--- src/rtl/micro_sequencer.sv ---
// Fetch/decode/execute controller for the 4-bit microcode processor.
// Fetches over a req/ack handshake, times the ROM execute window, tracks pc and retired count.
module micro_sequencer #(
  parameter int          PC_W    = 4,
  parameter int          ALU_CYC = 2,
  parameter logic [7:0]  HALT_OP = 8'hFF
) (
  input  logic            clk,
  input  logic            rst,
  input  logic            start,
  input  logic            stop,
  output logic            pm_req,
  output logic [PC_W-1:0] pm_addr,
  input  logic            pm_ack,
  input  logic [7:0]      pm_data,
  output logic [7:0]      ir,
  output logic [1:0]      rom_en,
  output logic            ld_strobe,
  output logic            busy,
  output logic            halt,
  output logic [7:0]      icount
);

  typedef enum logic [2:0] {
    S_IDLE   = 3'd0,
    S_FETCH  = 3'd1,
    S_DECODE = 3'd2,
    S_EXEC   = 3'd3,
    S_HALT   = 3'd4
  } state_t;

  localparam logic [2:0] ALU_LEN = 3'(ALU_CYC);
  localparam logic [2:0] IMM_LEN = 3'd1;

  state_t            state_r;
  state_t            state_s;
  logic [PC_W-1:0]   pc_r;
  logic [7:0]        ir_r;
  logic [7:0]        icount_r;
  logic [2:0]        cnt_r;
  logic              exec_last_s;
  logic              retire_s;

  // Down-counter reaching 1 marks the final EXEC cycle (load commit).
  always_comb begin
    exec_last_s = 1'b0;
    retire_s    = 1'b0;
    if ((state_r == S_EXEC) && (cnt_r == 3'd1)) begin
      exec_last_s = 1'b1;
    end else begin
      exec_last_s = 1'b0;
    end
    if (exec_last_s) begin
      retire_s = 1'b1;
    end else if ((state_r == S_DECODE) && (ir_r != HALT_OP) && (ir_r == 8'h00)) begin
      retire_s = 1'b1;
    end else begin
      retire_s = 1'b0;
    end
  end

  // Next-state logic; stop is honoured only at instruction boundaries.
  always_comb begin
    state_s = state_r;
    case (state_r)
      S_IDLE: begin
        if (start) state_s = S_FETCH;
        else       state_s = S_IDLE;
      end
      S_FETCH: begin
        if (pm_ack) state_s = S_DECODE;
        else        state_s = S_FETCH;
      end
      S_DECODE: begin
        if (ir_r == HALT_OP)    state_s = S_HALT;
        else if (ir_r == 8'h00) state_s = stop ? S_IDLE : S_FETCH;
        else                    state_s = S_EXEC;
      end
      S_EXEC: begin
        if (exec_last_s) state_s = stop ? S_IDLE : S_FETCH;
        else             state_s = S_EXEC;
      end
      S_HALT:  state_s = S_HALT;
      default: state_s = S_IDLE;
    endcase
  end

  // State, program counter, instruction register, EXEC counter and retire count.
  always_ff @(posedge clk) begin
    if (rst) begin
      state_r  <= S_IDLE;
      pc_r     <= '0;
      ir_r     <= 8'h00;
      icount_r <= 8'h00;
      cnt_r    <= 3'd0;
    end else begin
      state_r <= state_s;
      if ((state_r == S_FETCH) && pm_ack) begin
        ir_r <= pm_data;
        pc_r <= pc_r + PC_W'(1);
      end
      if ((state_r == S_DECODE) && (state_s == S_EXEC)) begin
        cnt_r <= ir_r[7] ? IMM_LEN : ALU_LEN;
      end else if (state_r == S_EXEC) begin
        cnt_r <= cnt_r - 3'd1;
      end
      if (retire_s) begin
        icount_r <= icount_r + 8'd1;
      end
    end
  end

  // Outputs decoded purely from registered state so the ROM bus is released outside EXEC.
  always_comb begin
    pm_req    = 1'b0;
    rom_en    = 2'b00;
    ld_strobe = 1'b0;
    busy      = 1'b0;
    halt      = 1'b0;
    case (state_r)
      S_IDLE: begin
        busy = 1'b0;
      end
      S_FETCH: begin
        pm_req = 1'b1;
        busy   = 1'b1;
      end
      S_DECODE: begin
        busy = 1'b1;
      end
      S_EXEC: begin
        busy      = 1'b1;
        rom_en    = ir_r[7] ? 2'b10 : 2'b01;
        ld_strobe = exec_last_s;
      end
      S_HALT: begin
        halt = 1'b1;
      end
      default: begin
        busy = 1'b0;
      end
    endcase
  end

  assign pm_addr = pc_r;
  assign ir      = ir_r;
  assign icount  = icount_r;

endmodule

--- config.mk ---
export PLATFORM = sky130hd
export DESIGN_NAME = micro_sequencer
export DESIGN_NICKNAME = d
export VERILOG_FILES = /design/src/rtl/micro_sequencer.sv
export SDC_FILE = /design/constraint.sdc
export NUM_CORES = 1
export LEC_CHECK = 0
export CAP_MARGIN = 20
export CORE_AREA = 10 10 76 78
export DETAILED_ROUTE_END_ITERATION = 12
export DIE_AREA = 0 0 86 88
export REMOVE_ABC_BUFFERS = 1
export SYNTH_ARGS = -nofsm -noshare
export SYNTH_HDL_FRONTEND = slang
export SYNTH_SLANG_ARGS = --single-unit
--- constraint.sdc ---
create_clock -name clk -period 2.3 [get_ports clk]
set_input_delay 0.46 -clock clk [delete_from_list [all_inputs] [get_ports clk]]
set_output_delay 0.46 -clock clk [all_outputs]
set_load 0.005 [all_outputs]
==> results of run 1 <==
## state kept, by name, indices dropped and copies added (netlist names)
| signal | cells |
|---|---|
| icount | 8 |
| ir | 8 |
| pm_addr | 4 |
| cnt_r | 3 |
| state_r | 3 |
## power breakdown
part / leakage, nW / internal, mW / switching (mW)
combinational: 0.514 / 0.109 / 0.0834
sequential: 0.211 / 0.470 / 0.0291
clock: 0.0357 / 0.233 / 0.153
total: 0.760 / 0.812 / 0.265
## through the flow
step	setup WS (ps)	power, mW	hold slack (ps)	cell area [µm²]
2_1_floorplan	651	0.603	475	1410
3_3_place_gp	424	0.703	489	1910
3_5_place_dp	407	0.704	511	1910
4_1_cts	75.2	1.09	525	1980
5_1_grt	11.9	1.13	545	1980
6_report	105	1.08	517	1980
## layout make-up
class                           count  area, µm²
Fill cell                         442       2320
Inverter                            3       11.3
Tap cell                           52       65.1
Timing Repair Buffer               43        430
Multi-Input combinational cell    130        880
Clock inverter                      1       30.0
Sequential cell                    26        520
Clock buffer                        3       41.3
## path summary, 6_finish.rpt
check	startpoint	endpoint	slack, ps	depth (start not counted)
worst max register to register	ir[7]	icount[0]	590	4
worst min-delay path	pm_addr[1]	pm_addr[1]	520	2
worst max-delay path	state_r[0]	ld_strobe	110	3
worst min register to register	pm_addr[1]	pm_addr[1]	520	2
## worst max-delay path: stages (launching register included)
cell	delay [ps]
sky130_fd_sc_hd__dfxtp_1	480
sky130_fd_sc_hd__and3b_1	270
sky130_fd_sc_hd__and2_1	190
sky130_fd_sc_hd__clkdlybuf4s50_1	520
## per-layer routing
layer | GRT usage, % | routed length (µm) | vias to the layer above
met5 | 0 | 0 | -
met4 | 4.04 | 51 | 0
met3 | 3.62 | 229 | 5
met2 | 15.3 | 1660 | 22
met1 | 11.8 | 1620 | 591
li1 | - | - | 670
## placed cells by master, fill, tap and decap left out, drive strengths merged, types with 2 or more instances in the layout
cell and instances:
nor3b 4, o21ai 5, ha 4, nand3 2, and3b 2, nor4 2
dfxtp 26, buf 5, mux2i 3, a21oi 15, nand2 24, nand4 9
nor2b 8, xor2 3, clkbuf 3, xnor2 2, and2 6, mux2 5
nand2b 5, and3 2, nor3 2, nor2 15, inv 3, clkdlybuf4s50 38
## cells by family (layout without fill, tap and decap cells)
| logic type | Yosys count | count (layout) |
|---|---|---|
| DFF | 26 | 26 |
| muxes | 8 | 8 |
| buffers and inverters | 11 | 50 |
| and+or+nand+nor | 85 | 85 |
| adders and majority gates | 4 | 4 |
| AOI/OAI and AO/OA | 28 | 28 |
| xor gates and xnor gates | 5 | 5 |
==> flow_summary.json, run 1 <==
{
  "outcome": "completed",
  "wire_per_inst_um": 13.8,
  "synth_top_area_cell": "sky130_fd_sc_hd__dfxtp_1",
  "share_of_the_synthesized_area_in_compound_gates_ao_oa_aoi_oai_pct": 12.9,
  "layout.cells.non_filler": 258,
  "timing_max_transition_violations_final": 0,
  "finalCoreUtilization_pct": 46.1,
  "route.detailed.drc": 0,
  "fmax_mhz": 456,
  "h-tree-depth": 1,
  "num_io_pins": 39,
  "hpwlAfterDp_um": 2700,
  "die_area_um2": 7570,
  "synthSimpleGateAreaFrac_pct": 35.2,
  "postSynthRegisterBits": 26,
  "rows": 24,
  "worstPathMaxFanout": 8,
  "cts.path.max_buffers": 2,
  "drt_pre_antenna_iters": 4,
  "place_congestion": 0.739,
  "area_growth_syn_to_layout_pct": 36.8,
  "mappedNetlistArea_um2": 1450,
  "number_of_distinct_library_cells_after_synthesis": 45,
  "avgViaCountPerCell": 4.99,
  "synthTopCellsByArea": "sky130_fd_sc_hd__dfxtp_1 36%, sky130_fd_sc_hd__nand2_1 6.2%, sky130_fd_sc_hd__a21oi_1 5.2%",
  "synth_async_sr_flop_share_pct": 0,
  "clock_skew_ps": 6.23,
  "synth_mux_area_share_pct": 6.23,
  "timing_worst_setup_path_type": "reg2out",
  "ys_top_cells_by_count": "26 x sky130_fd_sc_hd__dfxtp_1, 24 x sky130_fd_sc_hd__nand2_1, 15 x sky130_fd_sc_hd__a21oi_1, 14 x sky130_fd_sc_hd__nor2_1, 8 x sky130_fd_sc_hd__nand4_1",
  "holdCritPathClass": "reg2reg",
  "port_buffers": 38,
  "maximum_number_of_pins_on_one_net_before_global_route_repair": 35,
  "maxCapViolCount": 0,
  "cts.reportedPaths.clkPinSlew_ps": 90,
  "cts_tree": "built",
  "antenna_violations_before_repair": 0,
  "cts_root_buf": "sky130_fd_sc_hd__clkbuf_8",
  "synth-edff-count": 0,
  "finish_stage_setup_viols": 0,
  "min_period_over_period_pct": 95.4,
  "post_cts_resize_count": 0,
  "clock_sinks": 26,
  "detailroute.via_count": 1288,
  "fin_crit_ps": 2190,
  "initialDrtViolationCount": 55,
  "grt_overflow_total": 0,
  "postSynth.topFlopCell": "sky130_fd_sc_hd__dfxtp_1",
  "seq_area_frac_synth_pct": 36.0,
  "design.final.nets": 224,
  "setup_tns_ps": 0,
  "drt_wl_total_um": 3560,
  "insertion_delay_ps": 280,
  "cp_data_arrival_time_ps": 1730,
  "crit_required_ps": 1840,
  "synth-adder-area-share_pct": 3.46,
  "placed_cells": 254,
  "static-leakage-power_nw": 0.760,
  "cts_hold_buf": 0,
  "timing_hold_violations_final": 0,
  "vdd_ir_drop_max_mv": 0.227,
  "core_region_area_um2": 4290,
  "syn_avg_cell_area_um2": 8.66,
  "die_y_um": 88,
  "ant_nets": 0,
  "unrepaired_setup_endpoints_after_global_routing": "false",
  "syn-instance-count": 167,
  "synth_top_family_by_area": "simple AND/OR/NAND/NOR gates",
  "worst_slew_pin_slew_ps": 437,
  "initial_cell_density_of_the_core_pct": 33.7,
  "power-per-cell-area_nw_per_um2": 545,
  "grt_pass1_vias": 1236,
  "total_global_route_track_usage_pct": 9.80,
  "insertedDiodeCount": 0,
  "endpoint_kind": "output pin",
  "first_pass_grt_wire_length_um": 6080,
  "top_area_cell_type_share_of_the_netlist_area_pct": 36.0,
  "yosys_warnings": 0,
  "startpoint_type": "flop",
  "cts_setup_buffers": 0,
  "post_route_cells_drive_above_1_share_pct": 10.7,
  "cts-buffers-inserted": 3,
  "floorplan.die.width_um": 86,
  "synth_xor_area_share_pct": 3.03,
  "synth_most_common_cell": "sky130_fd_sc_hd__dfxtp_1",
  "slew-limit-headroom_pct": 70.7
}
No activity file was read; power rests on OpenSTA's default activity.
==> inputs of run 2 (changes only) <==
Settings changed: CORE_AREA 10 10 76 78 to 10 10 70 84, DIE_AREA 0 0 86 88 to 0 0 80 94, RECOVER_POWER set to 100.
==> run 2 against run 1 <==
  * Sequential power about the same
  * Global-route usage increased by 0.66 points
  * Setup slack improved by 3.3 ps
  * Utilization decreased by 0.15 points
  * Critical path depth unchanged
  * Clock skew decreased by 2.8 ps
  * First-iteration DRC count increased by 33%
  * Hold slack got worse by 3.4 ps
  * Die area decreased by 0.63%
  * Sequential share of layout area increased by 0.62 points
  * Critical endpoint unchanged
==> flow_summary.json, run 2 (synthesis results as in run 1) <==
{
  "num_io_pins": 39,
  "cts.path.max_buffers": 2,
  "ant_nets": 0,
  "hpwlAfterDp_um": 2990,
  "cts-buffers-inserted": 3,
  "finish_stage_setup_viols": 0,
  "cts_tree": "built",
  "initial_cell_density_of_the_core_pct": 34.2,
  "cts_setup_buffers": 0,
  "timing_hold_violations_final": 0,
  "avgViaCountPerCell": 5.09,
  "unrepaired_setup_endpoints_after_global_routing": "false",
  "startpoint_type": "flop",
  "detailroute.via_count": 1334,
  "area_growth_syn_to_layout_pct": 34.3,
  "cts.reportedPaths.clkPinSlew_ps": 100,
  "worstPathCellList": "and3b_2, and2_1, clkdlybuf4s50_1",
  "crit_required_ps": 1840,
  "timing.critical_path.slowest_stage_cell": "sky130_fd_sc_hd__dfxtp_1",
  "static-leakage-power_nw": 0.799,
  "initialDrtViolationCount": 73,
  "timing.final.ws_setup_ps": 108,
  "place_congestion": 0.821,
  "die_area_um2": 7520,
  "setup_tns_ps": 0,
  "grt_pass1_vias": 1308,
  "min_period_over_period_pct": 95.3,
  "critical-path-max-stage-delay_ps": 510,
  "drt_pre_antenna_iters": 4,
  "slew-limit-headroom_pct": 60.0,
  "critPathTopFamily": "flip-flops",
  "rows": 26,
  "h-tree-depth": 1,
  "design.final.nets": 224,
  "port_buffers": 38,
  "power-per-cell-area_nw_per_um2": 544,
  "endpoint_kind": "output pin",
  "first_pass_grt_wire_length_um": 6380,
  "post_route_cells_drive_above_1_share_pct": 9.71,
  "drt_wl_total_um": 3840,
  "timing_max_transition_violations_final": 0,
  "grt_overflow_total": 0,
  "worst_slew_pin_slew_ps": 597,
  "post_placement_worst_setup_slack_ps": 325,
  "vdd_ir_drop_max_mv": 0.315,
  "layout_common_cells": "24 x sky130_fd_sc_hd__nand2_1, 24 x sky130_fd_sc_hd__dfxtp_1, 22 x sky130_fd_sc_hd__dlygate4sd3_1",
  "outcome": "completed",
  "worstPathMaxFanout": 9,
  "total_global_route_track_usage_pct": 10.5,
  "cts_root_buf": "sky130_fd_sc_hd__clkbuf_8",
  "finalHoldWorstSlack_ps": 514,
  "wire_per_inst_um": 14.7,
  "clock_skew_ps": 3.48,
  "cp_data_arrival_time_ps": 1730,
  "core_region_area_um2": 4230,
  "fin_crit_ps": 2190,
  "timing_worst_setup_path_type": "reg2out",
  "insertedDiodeCount": 0,
  "antenna_violations_before_repair": 0,
  "die_y_um": 94,
  "floorplan.die.width_um": 80,
  "critical_path.n_buffers_inverters": 1,
  "fmax_mhz": 456,
  "holdCritPathClass": "reg2reg",
  "maxCapViolCount": 0,
  "maximum_number_of_pins_on_one_net_before_global_route_repair": 19,
  "clock_sinks": 26,
  "route.detailed.drc": 0,
  "insertion_delay_ps": 270
}
==> run 2: area by class of cell <==
class | count | area (µm²)
clock inverter | 1 | 30.0
inverter | 3 | 11.3
tap | 56 | 70.1
timing repair buffer | 43 | 410
multi-input combinational | 130 | 856
sequential | 26 | 523
fill | 454 | 2290
clock buffer | 3 | 41.3
==> run 2: repair_timing <==
item / CTS / global route
hold buffers: 0 / 0
setup endpoints to repair: 0 / 1
resized for setup: 0 / 3
==> run 2: per-stage QoR <==
step                      utilization [%]  power (mW)  instances  cell area, µm²
final                                45.9        1.06        262            1940
after global routing                 45.9        1.11        262            1940
after CTS                            46.6        1.08        262            1970
after detailed placement             44.9       0.701        258            1900
after global placement               44.9       0.695        258            1900
after floorplan                         -       0.603        159            1410
==> run 2: where the power goes <==
part / total [mW] / internal [mW] / switching (mW)
registers: 0.498 / 0.471 / 0.0271
logic: 0.173 / 0.0910 / 0.0820
clock network: 0.386 / 0.233 / 0.153
==> run 2: worst paths after layout <==
check | start | endpoint | slack (ps) | cells past startpoint
setup reg to reg | ir[2] | icount[0] | 350 | 4
setup / recovery | state_r[2] | ld_strobe | 110 | 3
hold reg to reg | pm_addr[1] | pm_addr[1] | 510 | 2
hold / removal | pm_addr[1] | pm_addr[1] | 510 | 2
==> run 2: worst reg2reg max path, stage by stage (launching register included) <==
cell	delay [ps]
sky130_fd_sc_hd__dfxtp_1	360
sky130_fd_sc_hd__nor4_2	570
sky130_fd_sc_hd__o2111ai_1	360
sky130_fd_sc_hd__nor2b_1	270
sky130_fd_sc_hd__mux2_4	300
==> run 2: layer usage <==
layer | global-route usage, % | vias up | share of wire, %
met4 | 3.97 | 0 | 1.0
met3 | 2.87 | 2 | 6.1
met2 | 18.6 | 26 | 52
met5 | 0 | - | 0
li1 | - | 668 | -
met1 | 11.4 | 638 | 41
